### src/rtl/alu_pkg.sv
// alu_pkg: ALU op codes, RV32 opcode/funct7 constants, issue FSM states and funct3 decode helpers
package alu_pkg;
  localparam logic [4:0] ALU_NULL = 5'd0, ALU_ID = 5'd1, ALU_INCR = 5'd2, ALU_DECR = 5'd3;
  localparam logic [4:0] ALU_ADD = 5'd4, ALU_SUB = 5'd5, ALU_SLL = 5'd6, ALU_SRL = 5'd7, ALU_SRA = 5'd8;
  localparam logic [4:0] ALU_MUL = 5'd9, ALU_MULH = 5'd10, ALU_MULHU = 5'd11, ALU_MULHSU = 5'd12;
  localparam logic [4:0] ALU_DIV = 5'd13, ALU_DIVU = 5'd14, ALU_REM = 5'd15, ALU_REMU = 5'd16;
  localparam logic [4:0] ALU_OR = 5'd17, ALU_XOR = 5'd18, ALU_AND = 5'd19, ALU_SLT = 5'd20, ALU_SLTU = 5'd21;
  localparam logic [6:0] OP = 7'b0110011, OP_IMM = 7'b0010011, LUI = 7'b0110111, AUIPC = 7'b0010111;
  localparam logic [6:0] F7_BASE = 7'b0000000, F7_ALT = 7'b0100000, F7_MULDIV = 7'b0000001;
  typedef enum logic [1:0] {IDLE, EXEC, DONE} issue_state_t;
  function automatic logic [4:0] base_op(input logic [2:0] f3);
    case (f3)
      3'b000: return ALU_ADD;
      3'b001: return ALU_SLL;
      3'b010: return ALU_SLT;
      3'b011: return ALU_SLTU;
      3'b100: return ALU_XOR;
      3'b101: return ALU_SRL;
      3'b110: return ALU_OR;
      default: return ALU_AND;
    endcase
  endfunction
  function automatic logic [4:0] muldiv_op(input logic [2:0] f3);
    case (f3)
      3'b000: return ALU_MUL;
      3'b001: return ALU_MULH;
      3'b010: return ALU_MULHSU;
      3'b011: return ALU_MULHU;
      3'b100: return ALU_DIV;
      3'b101: return ALU_DIVU;
      3'b110: return ALU_REM;
      default: return ALU_REMU;
    endcase
  endfunction
endpackage

### src/rtl/alu_decode.sv
// alu_decode: combinational RV32IM OP/OP-IMM/LUI/AUIPC decode into ALU op code and operands
module alu_decode import alu_pkg::*; #(
  parameter int XLEN = 32
) (
  input  logic [31:0]     instr,
  input  logic [XLEN-1:0] rs1,
  input  logic [XLEN-1:0] rs2,
  input  logic [XLEN-1:0] pc,
  output logic [4:0]      op,
  output logic [XLEN-1:0] a,
  output logic [XLEN-1:0] b,
  output logic [4:0]      rd,
  output logic            is_muldiv,
  output logic            illegal
);
  logic [6:0] opc, f7;
  logic [2:0] f3;
  logic shift, alt_ok;
  logic [XLEN-1:0] imm, upper, shamt;
  assign opc = instr[6:0];
  assign f3 = instr[14:12];
  assign f7 = instr[31:25];
  assign rd = instr[11:7];
  assign shift = f3 == 3'b001 || f3 == 3'b101;
  assign alt_ok = f3 == 3'b000 || f3 == 3'b101;
  assign imm = XLEN'($signed(instr[31:20]));
  assign upper = XLEN'($signed({instr[31:12], 12'b0}));
  assign shamt = XLEN'(instr[24:20]);
  assign is_muldiv = opc == OP && f7 == F7_MULDIV;
  always_comb begin
    op = ALU_NULL;
    a = '0;
    b = '0;
    illegal = 1'b0;
    if (is_muldiv) begin
      op = muldiv_op(f3);
      a = rs1;
      b = rs2;
    end else if (opc == OP && (f7 == F7_BASE || (f7 == F7_ALT && alt_ok))) begin
      op = f7 == F7_ALT ? (f3 == 3'b000 ? ALU_SUB : ALU_SRA) : base_op(f3);
      a = rs1;
      b = rs2;
    end else if (opc == OP_IMM && !shift) begin
      op = base_op(f3);
      a = rs1;
      b = imm;
    end else if (opc == OP_IMM && (f7 == F7_BASE || (f7 == F7_ALT && f3 == 3'b101))) begin
      op = f7 == F7_ALT ? ALU_SRA : base_op(f3);
      a = rs1;
      b = shamt;
    end else if (opc == LUI) begin
      op = ALU_ID;
      a = upper;
    end else if (opc == AUIPC) begin
      op = ALU_ADD;
      a = pc;
      b = upper;
    end else
      illegal = 1'b1;
  end
endmodule

### src/rtl/alu_issue.sv
// alu_issue: accepts one instruction, holds ALU inputs for the op's latency, registers the result
module alu_issue import alu_pkg::*; #(
  parameter int XLEN = 32,
  parameter int MULDIV_CYCLES = 4
) (
  input  logic            clk,
  input  logic            reset,
  input  logic            in_valid,
  output logic            in_ready,
  input  logic [31:0]     in_instr,
  input  logic [XLEN-1:0] in_rs1,
  input  logic [XLEN-1:0] in_rs2,
  input  logic [XLEN-1:0] in_pc,
  output logic [XLEN-1:0] alu_a,
  output logic [XLEN-1:0] alu_b,
  output logic [4:0]      alu_op,
  input  logic [XLEN-1:0] alu_r,
  output logic            out_valid,
  input  logic            out_ready,
  output logic [XLEN-1:0] out_result,
  output logic [4:0]      out_rd,
  output logic            out_illegal
);
  localparam int CW = $clog2(MULDIV_CYCLES + 1);
  issue_state_t state, state_next;
  logic [CW-1:0] count;
  logic [4:0] dec_op, dec_rd, rd;
  logic [XLEN-1:0] dec_a, dec_b;
  logic dec_muldiv, dec_illegal, illegal, accept, last, out_free, capture;
  alu_decode #(.XLEN(XLEN)) u_decode (
    .instr(in_instr), .rs1(in_rs1), .rs2(in_rs2), .pc(in_pc), .op(dec_op), .a(dec_a), .b(dec_b),
    .rd(dec_rd), .is_muldiv(dec_muldiv), .illegal(dec_illegal)
  );
  assign accept = in_valid && in_ready;
  assign last = count == CW'(1);
  assign out_free = !out_valid || out_ready;
  assign capture = state == EXEC && last && out_free;
  always_ff @(posedge clk)
    state <= reset ? IDLE : state_next;
  always_comb
    state_next = accept ? EXEC : capture ? DONE : (state == DONE && out_ready) ? IDLE : state;
  always_comb
    in_ready = state == IDLE || capture;
  // Operands change only on accept so the multicycle ALU path sees stable inputs, including stalls
  always_ff @(posedge clk) begin
    if (reset) begin
      count <= '0;
      alu_op <= ALU_NULL;
      alu_a <= '0;
      alu_b <= '0;
      rd <= '0;
      illegal <= 1'b0;
      out_valid <= 1'b0;
      out_result <= '0;
      out_rd <= '0;
      out_illegal <= 1'b0;
    end else begin
      if (accept) begin
        count <= dec_muldiv ? CW'(MULDIV_CYCLES) : CW'(1);
        alu_op <= dec_op;
        alu_a <= dec_a;
        alu_b <= dec_b;
        rd <= dec_rd;
        illegal <= dec_illegal;
      end else if (capture)
        count <= '0;
      else if (state == EXEC && !last)
        count <= count - CW'(1);
      if (capture) begin
        out_valid <= 1'b1;
        out_result <= illegal ? '0 : alu_r;
        out_rd <= rd;
        out_illegal <= illegal;
      end else if (out_ready)
        out_valid <= 1'b0;
    end
  end
endmodule
### config.mk
export PLATFORM = sky130hd
export DESIGN_NAME = alu_issue
export DESIGN_NICKNAME = d
export VERILOG_FILES = /design/src/rtl/alu_pkg.sv /design/src/rtl/alu_decode.sv /design/src/rtl/alu_issue.sv
export SDC_FILE = /design/constraint.sdc
export NUM_CORES = 1
export LEC_CHECK = 0
export ABC_CLOCK_PERIOD_IN_PS = 3050
export CORE_MARGIN = 4
export CORE_UTILIZATION = 41
export DETAILED_ROUTE_END_ITERATION = 12
export PLACE_DENSITY = 0.81
export SLEW_MARGIN = 20
export SYNTH_ARGS = -nofsm -noshare
export SYNTH_HDL_FRONTEND = slang
export SYNTH_SLANG_ARGS = --single-unit
### constraint.sdc
create_clock -name clk -period 3.05 [get_ports clk]
set_clock_uncertainty 0.15 [all_clocks]
set_input_delay 0.4575 -clock clk [delete_from_list [all_inputs] [get_ports clk]]
set_output_delay 0.4575 -clock clk [all_outputs]
set_load 0.02 [all_outputs]
== Word-level counts from Yosys, hierarchy flattened ==
Index checks and enable logic that the tools add are counted.

* Add/subtract/negate cells: 1
* Equality and inequality tests: 15
* Mux-type cells: 39
* Reduce and logical (&&, ||, !) cells: 28

{| class="wikitable"
|+ Operators with widths
! kind !! count
|-
| $mux W32 || 13
|-
| $pmux W5 S7 || 2
|-
| $mux W5 || 7
|-
| $eq A7 B6 Y1 const B || 3
|-
| $mux W3 || 5
|-
| $eq A7 B5 Y1 const B || 2
|-
| $logic_and A1 B1 Y1 || 11
|-
| $eq A3 B3 Y1 const B || 3
|-
| $mux W1 || 9
|-
| $eq A7 B1 Y1 const B || 1
|-
| $logic_not A7 Y1 || 1
|-
| $eq A3 B1 Y1 const B || 2
|-
| $eq A3 B2 Y1 const B || 2
|-
| $logic_or A1 B1 Y1 || 6
|-
| $reduce_bool A3 Y1 || 2
|-
| $mux W2 || 2
|-
| $mux W4 || 1
|-
| $reduce_bool A2 Y1 || 2
|-
| $logic_not A1 Y1 || 3
|-
| $logic_not A3 Y1 || 1
|-
| $sub A3 B1 Y3 const B || 1
|-
| $eq A2 B1 Y1 const B || 1
|-
| $eq A2 B2 Y1 const B || 1
|-
| $logic_not A2 Y1 || 1
|-
| $reduce_or A2 Y1 || 1
|}

* Register bits: 119
* Bits of input ports: 164
* Output and inout port bits: 109
* Logic and storage cells: 95

== Logic depth before layout (Yosys ltp) ==
* Depth in word-level cells: 8
* Mapped depth: 9
* Mapped depth without buffers: 7

== Hierarchy ==
Synthesis repeated with hierarchy kept, for this count alone.

* Cells, all modules: 762
* Area, all modules: 6698.9 µm²

{| class="wikitable"
|+ By module, submodules not included
! module !! times used !! cells each !! area each (µm²) !! sequential area each (µm²)
|-
| alu_issue || 1 || 541 || 5201.2 || 2382.3
|-
| alu_decode || 1 || 221 || 1497.7 || 0.0
|}

== Least setup slack after synthesis ==
Ideal clock, no wire load.

* Path kind: input -> register
* From: input port in_instr[6]
* To: register alu_a[28]
* Setup time: 0.056 ns
* Data arrival time: 2.091 ns
* Data required time: 2.844 ns
* Setup slack: 0.752 ns
* Stages: 7
* Buffers on the path: 2
* Path through: or3b_4 -> or3_1 -> buf_6 -> o32ai_4 -> buf_6 -> and3_1 -> a211o_2

* Longest elaborated chain between the ends: 7
* Elaborated cells between the ends (all ways): 14
* Classes of those cells: 4 x eq/ne; 6 x mux; 4 x reduce/logical

{| class="wikitable"
|+ RTL lines
! what !! RTL line !! source
|-
| start: declaration || alu_issue.sv:10 || <nowiki>input logic [31:0] in_instr,</nowiki>
|-
| $eq A7 B5 Y1 || alu_decode.sv:54 || <nowiki>end else if (opc == AUIPC) begin</nowiki>
|-
| $mux W32 || alu_decode.sv:54 ||
|-
| $mux W32 || alu_decode.sv:51 || <nowiki>end else if (opc == LUI) begin</nowiki>
|-
| $mux W32 || alu_decode.sv:47 || <nowiki>end else if (opc == OP_IMM && (f7 == F7_BASE || (f7 == F7_ALT && f3 == 3'b101))) begin</nowiki>
|-
| $mux W32 || alu_decode.sv:43 || <nowiki>end else if (opc == OP_IMM && !shift) begin</nowiki>
|-
| $mux W32 || alu_decode.sv:39 || <nowiki>end else if (opc == OP && (f7 == F7_BASE || (f7 == F7_ALT && alt_ok))) begin</nowiki>
|-
| $mux W32 (*) || alu_decode.sv:35 || <nowiki>if (is_muldiv) begin</nowiki>
|-
| end signal: assignment || alu_issue.sv:49 || <nowiki>alu_a <= '0;</nowiki>
|-
| end signal: assignment || alu_issue.sv:61 || <nowiki>alu_a <= dec_a;</nowiki>
|-
| end: declaration || alu_issue.sv:14 || <nowiki>output logic [XLEN-1:0] alu_a,</nowiki>
|}

Every way passes the cells marked *; elsewhere a longest branch is shown, timed or not.
A chain may end at the register's enable or synchronous reset.

== Worst setup path after layout ==
* From: register count[1]
* To: output port in_ready

* Longest elaborated chain between the ends: 4

{| class="wikitable"
|+ RTL lines
! what !! RTL line !! source
|-
| start: declaration || alu_issue.sv:26 || <nowiki>logic [CW-1:0] count;</nowiki>
|-
| start signal: assignment || alu_issue.sv:59 || <nowiki>count <= dec_muldiv ? CW'(MULDIV_CYCLES) : CW'(1);</nowiki>
|-
| start signal: assignment || alu_issue.sv:68 || <nowiki>count <= count - CW'(1);</nowiki>
|-
| $eq A3 B1 Y1 || alu_issue.sv:35 || <nowiki>assign last = count == CW'(1);</nowiki>
|-
| $logic_and A1 B1 Y1 (2 in a row) || alu_issue.sv:37 || <nowiki>assign capture = state == EXEC && last && out_free;</nowiki>
|-
| $logic_or A1 B1 Y1 || alu_issue.sv:43 || <nowiki>in_ready = state == IDLE || capture;</nowiki>
|-
| end: declaration || alu_issue.sv:9 || <nowiki>output logic in_ready,</nowiki>
|}

No other way between the ends.

==> metrics.txt <==
fin. max-slew vios 0; fmax about 370 MHz; final net count 1,112; vias in the first global route 6,053; CTS tree yes; Yosys Warn Count 0; crit-path cells inv_1 > ha_1 > nor2b_1 > a21boi_0 > nor2_1 > clkdlybuf4s50_1; Compound-Gate Fraction of Synth Area 25.53%; post-cts resize count 0; Synth top area share 42.34%; Fin Setup TNS 0 ps; Max FO, Critical Path 3; WP data required approximately 2400 ps; post-route setup slack 314.6 ps; largest net degree at the start of global routing 41; CTS Root Cell clkbuf_16; multiplexer share of the synthesized area 3.736%; Die H 125.1 um; grt ovf 0; metal1 wirelength 8055 um; Startpoint Class register; RSZ-0062 raised after global routing no; vias per cell 5.463; Seq cells post-synth 119; min Tclk post-route 2735 ps; number of setup buffers added after CTS 0; DRT Pass-1 Iters 6; total of max-cap violations 0; Crit Path Category reg -> out; Synth area leaders dfxtp_1 (42%), nor2_1 (5.3%), a21oi_1 (4.8%); Leak Pwr 0.003602 uW; initial antenna violation count 0; Psw roughly 1100 uW; Async S/R FF share, synth 0%; status completed; logic gate share of total power 17.4%; num ports 273; worst vdd rail ir drop 311.4 uV; cell area after synthesis 5627 sq um; largest family of logic cells by synthesized area compound AO/OA/AOI/OAI gates; final hold violations 0; Die X 125.1 um; CTS max path bufs 2; slew margin rel. 50.97%; core area 13,350 sq um; DR top layer met4; # DRC 0; Post-Synth Adder-Cell Area 0.4447%; DP HPWL between 10,000 and 15,000 um; Sw Share 25.27%; Register Area 2382 sq um; dpl cells 1,103; port bufs around 270; final setup fails 0; area occupied by multi-input gates 3017 sq um; Initial Util 42.15%; Power Internal 3347 uW; met2 WL post-DR about 9700 um; Worst setup EP type output port; Placement Setup Slack 132.6 ps; syn avg cell area ~8.4 sq um; Clock power frac 45.9%; crit-path max cell delay 640 ps; FILL cells around 1,100; Skew-Pair Late Insertion Delay 410 ps; pwr/cell area roughly 480 nW/um^2; total track usage 25.06%; Worst-Margin Slew 735.5 ps; simple-gate share of the synthesized area 22.88%; sequential power share 36.8%; crit path DAT 2130 ps; Synth cell types 57; Synth Instances about 670; Die ar. ~16,000 sq um; Non-Filler Instances 1,135; Tcrit/Tclk final ~90%; CTS sink cnt 119; ANT cells 0; CTS Buf Count 17; synth-to-layout area growth 65.71%; post-route ant nets 0; XOR/XNOR share of the synthesized area 0.4670%; share of cells above drive strength 1 9.593%; DRT Wirelength 20,120 um; first-pass GRT wire length 31,630 um; Mapped Nets 832; Final GP Congestion 0.9084; Via Count 6,201; Avg WL per Cell 17.72 um; clk slew on worst S/H paths 50 ps; Post-synth top cells dfxtp_1 (119), nor2_1 (80), nand2_1 (64), a21oi_1 (54), clkbuf_1 (45); Hold WC Path Type reg -> reg; post-synthesis sequential area ratio between 40% and 50%; Post-synth EDFFs 0; met3 WL 1817 um; DRT iter0 DRCs between 400 and 500; H-tree Lvls 4; row count 42; top_reg_cell synth dfxtp_1; Hold Buf Count CTS 0; Synth area leader dfxtp_1; slowest stage cell, crit path clkdlybuf4s50_1; count leader, synth dfxtp_1
-- flip-flops by register name, summed over array words and instances (netlist names) --
name	count
out_valid	1
rd	5
count	3
out_illegal	1
illegal	1
alu_a	32
alu_op	5
out_rd	5
out_result	32
state	2
alu_b	32
-- power by group through the flow --
stage	clock network, uW	logic, uW	registers, uW
after floorplan	0	283	1730
after global placement	0	766	1680
after detailed placement	0	771	1680
after CTS	2090	778	1650
after global routing	2160	840	1650
final	2050	778	1650
-- metal layers --
layer	vias to the layer above	global-route usage, %
met2	252	42.36
li1	2999	-
met1	2915	28.40
met4	0	8.992
met5	-	0
met3	35	10.58
-- placed cells by master (no fill, tap or decap), types with 3 or more instances in the layout --
cell,count
a211o_1,17
a211o_2,3
a21oi_1,53
a221oi_1,17
a22o_1,20
a22oi_1,4
a2bb2oi_1,19
a31oi_1,7
and2_1,3
and3_1,23
buf_4,42
bufinv_16,3
clkbuf_16,17
clkdlybuf4s50_1,271
clkinv_4,3
clkinvlp_4,3
dfxtp_1,119
inv_1,6
mux2i_1,21
nand2_1,64
nand2b_1,4
nand3_1,6
nor2_1,78
nor2b_1,9
nor3_1,16
nor3_2,4
nor3b_1,32
o21ai_0,35
o2bb2ai_1,7
xnor2_1,3
-- through the flow --
stage / area (sq um) / hold slack (ps) / power, uW / utilization [%]
after global routing: 9324 / 318.3 / 4651 / 69.85
after CTS: 9324 / 303.7 / 4511 / 69.85
final: 9324 / 301.6 / 4479 / 69.85
after floorplan: 5627 / 282.1 / 2014 / -
after detailed placement: 8715 / 295.4 / 2450 / 65.29
after global placement: 8715 / 291.1 / 2444 / 65.29
-- layout make-up --
type | instances | area share, %
timing repair buffer | 316 | 32.96
multi-input combinational | 486 | 32.35
sequential | 119 | 25.55
clock buffer | 21 | 4.938
tap | 176 | 2.362
clock inverter | 11 | 1.597
inverter | 6 | 0.2415
-- critical path, delay by kind of cell, from the launching register on --
family          cells  cell delay, ps
fa+ha+maj           1             160
compound gates      1             170
flops               1             310
simple gates        2             350
buf+inv             2             730
-- final timing paths --
check	startpoint	endpoint	slack (ps)	cells past startpoint
worst min register to register	rd[4]	out_rd[4]	300	2
worst min-delay path	rd[4]	out_rd[4]	300	2
worst max register to register	count[1]	alu_b[25]	690	9
worst max-delay path	count[1]	in_ready	310	6
-- logic make-up (layout without fill, tap and decap cells) --
group,count (synthesis),count (layout)
flip-flops,119,119
multiplexers,21,21
XOR/XNOR,3,3
AO/OA/AOI/OAI,203,203
buffers and inverters,61,354
adder cells (fa/ha/maj),2,2
AND/OR/NAND/NOR,257,257
Power figures use the tool's default switching activity.
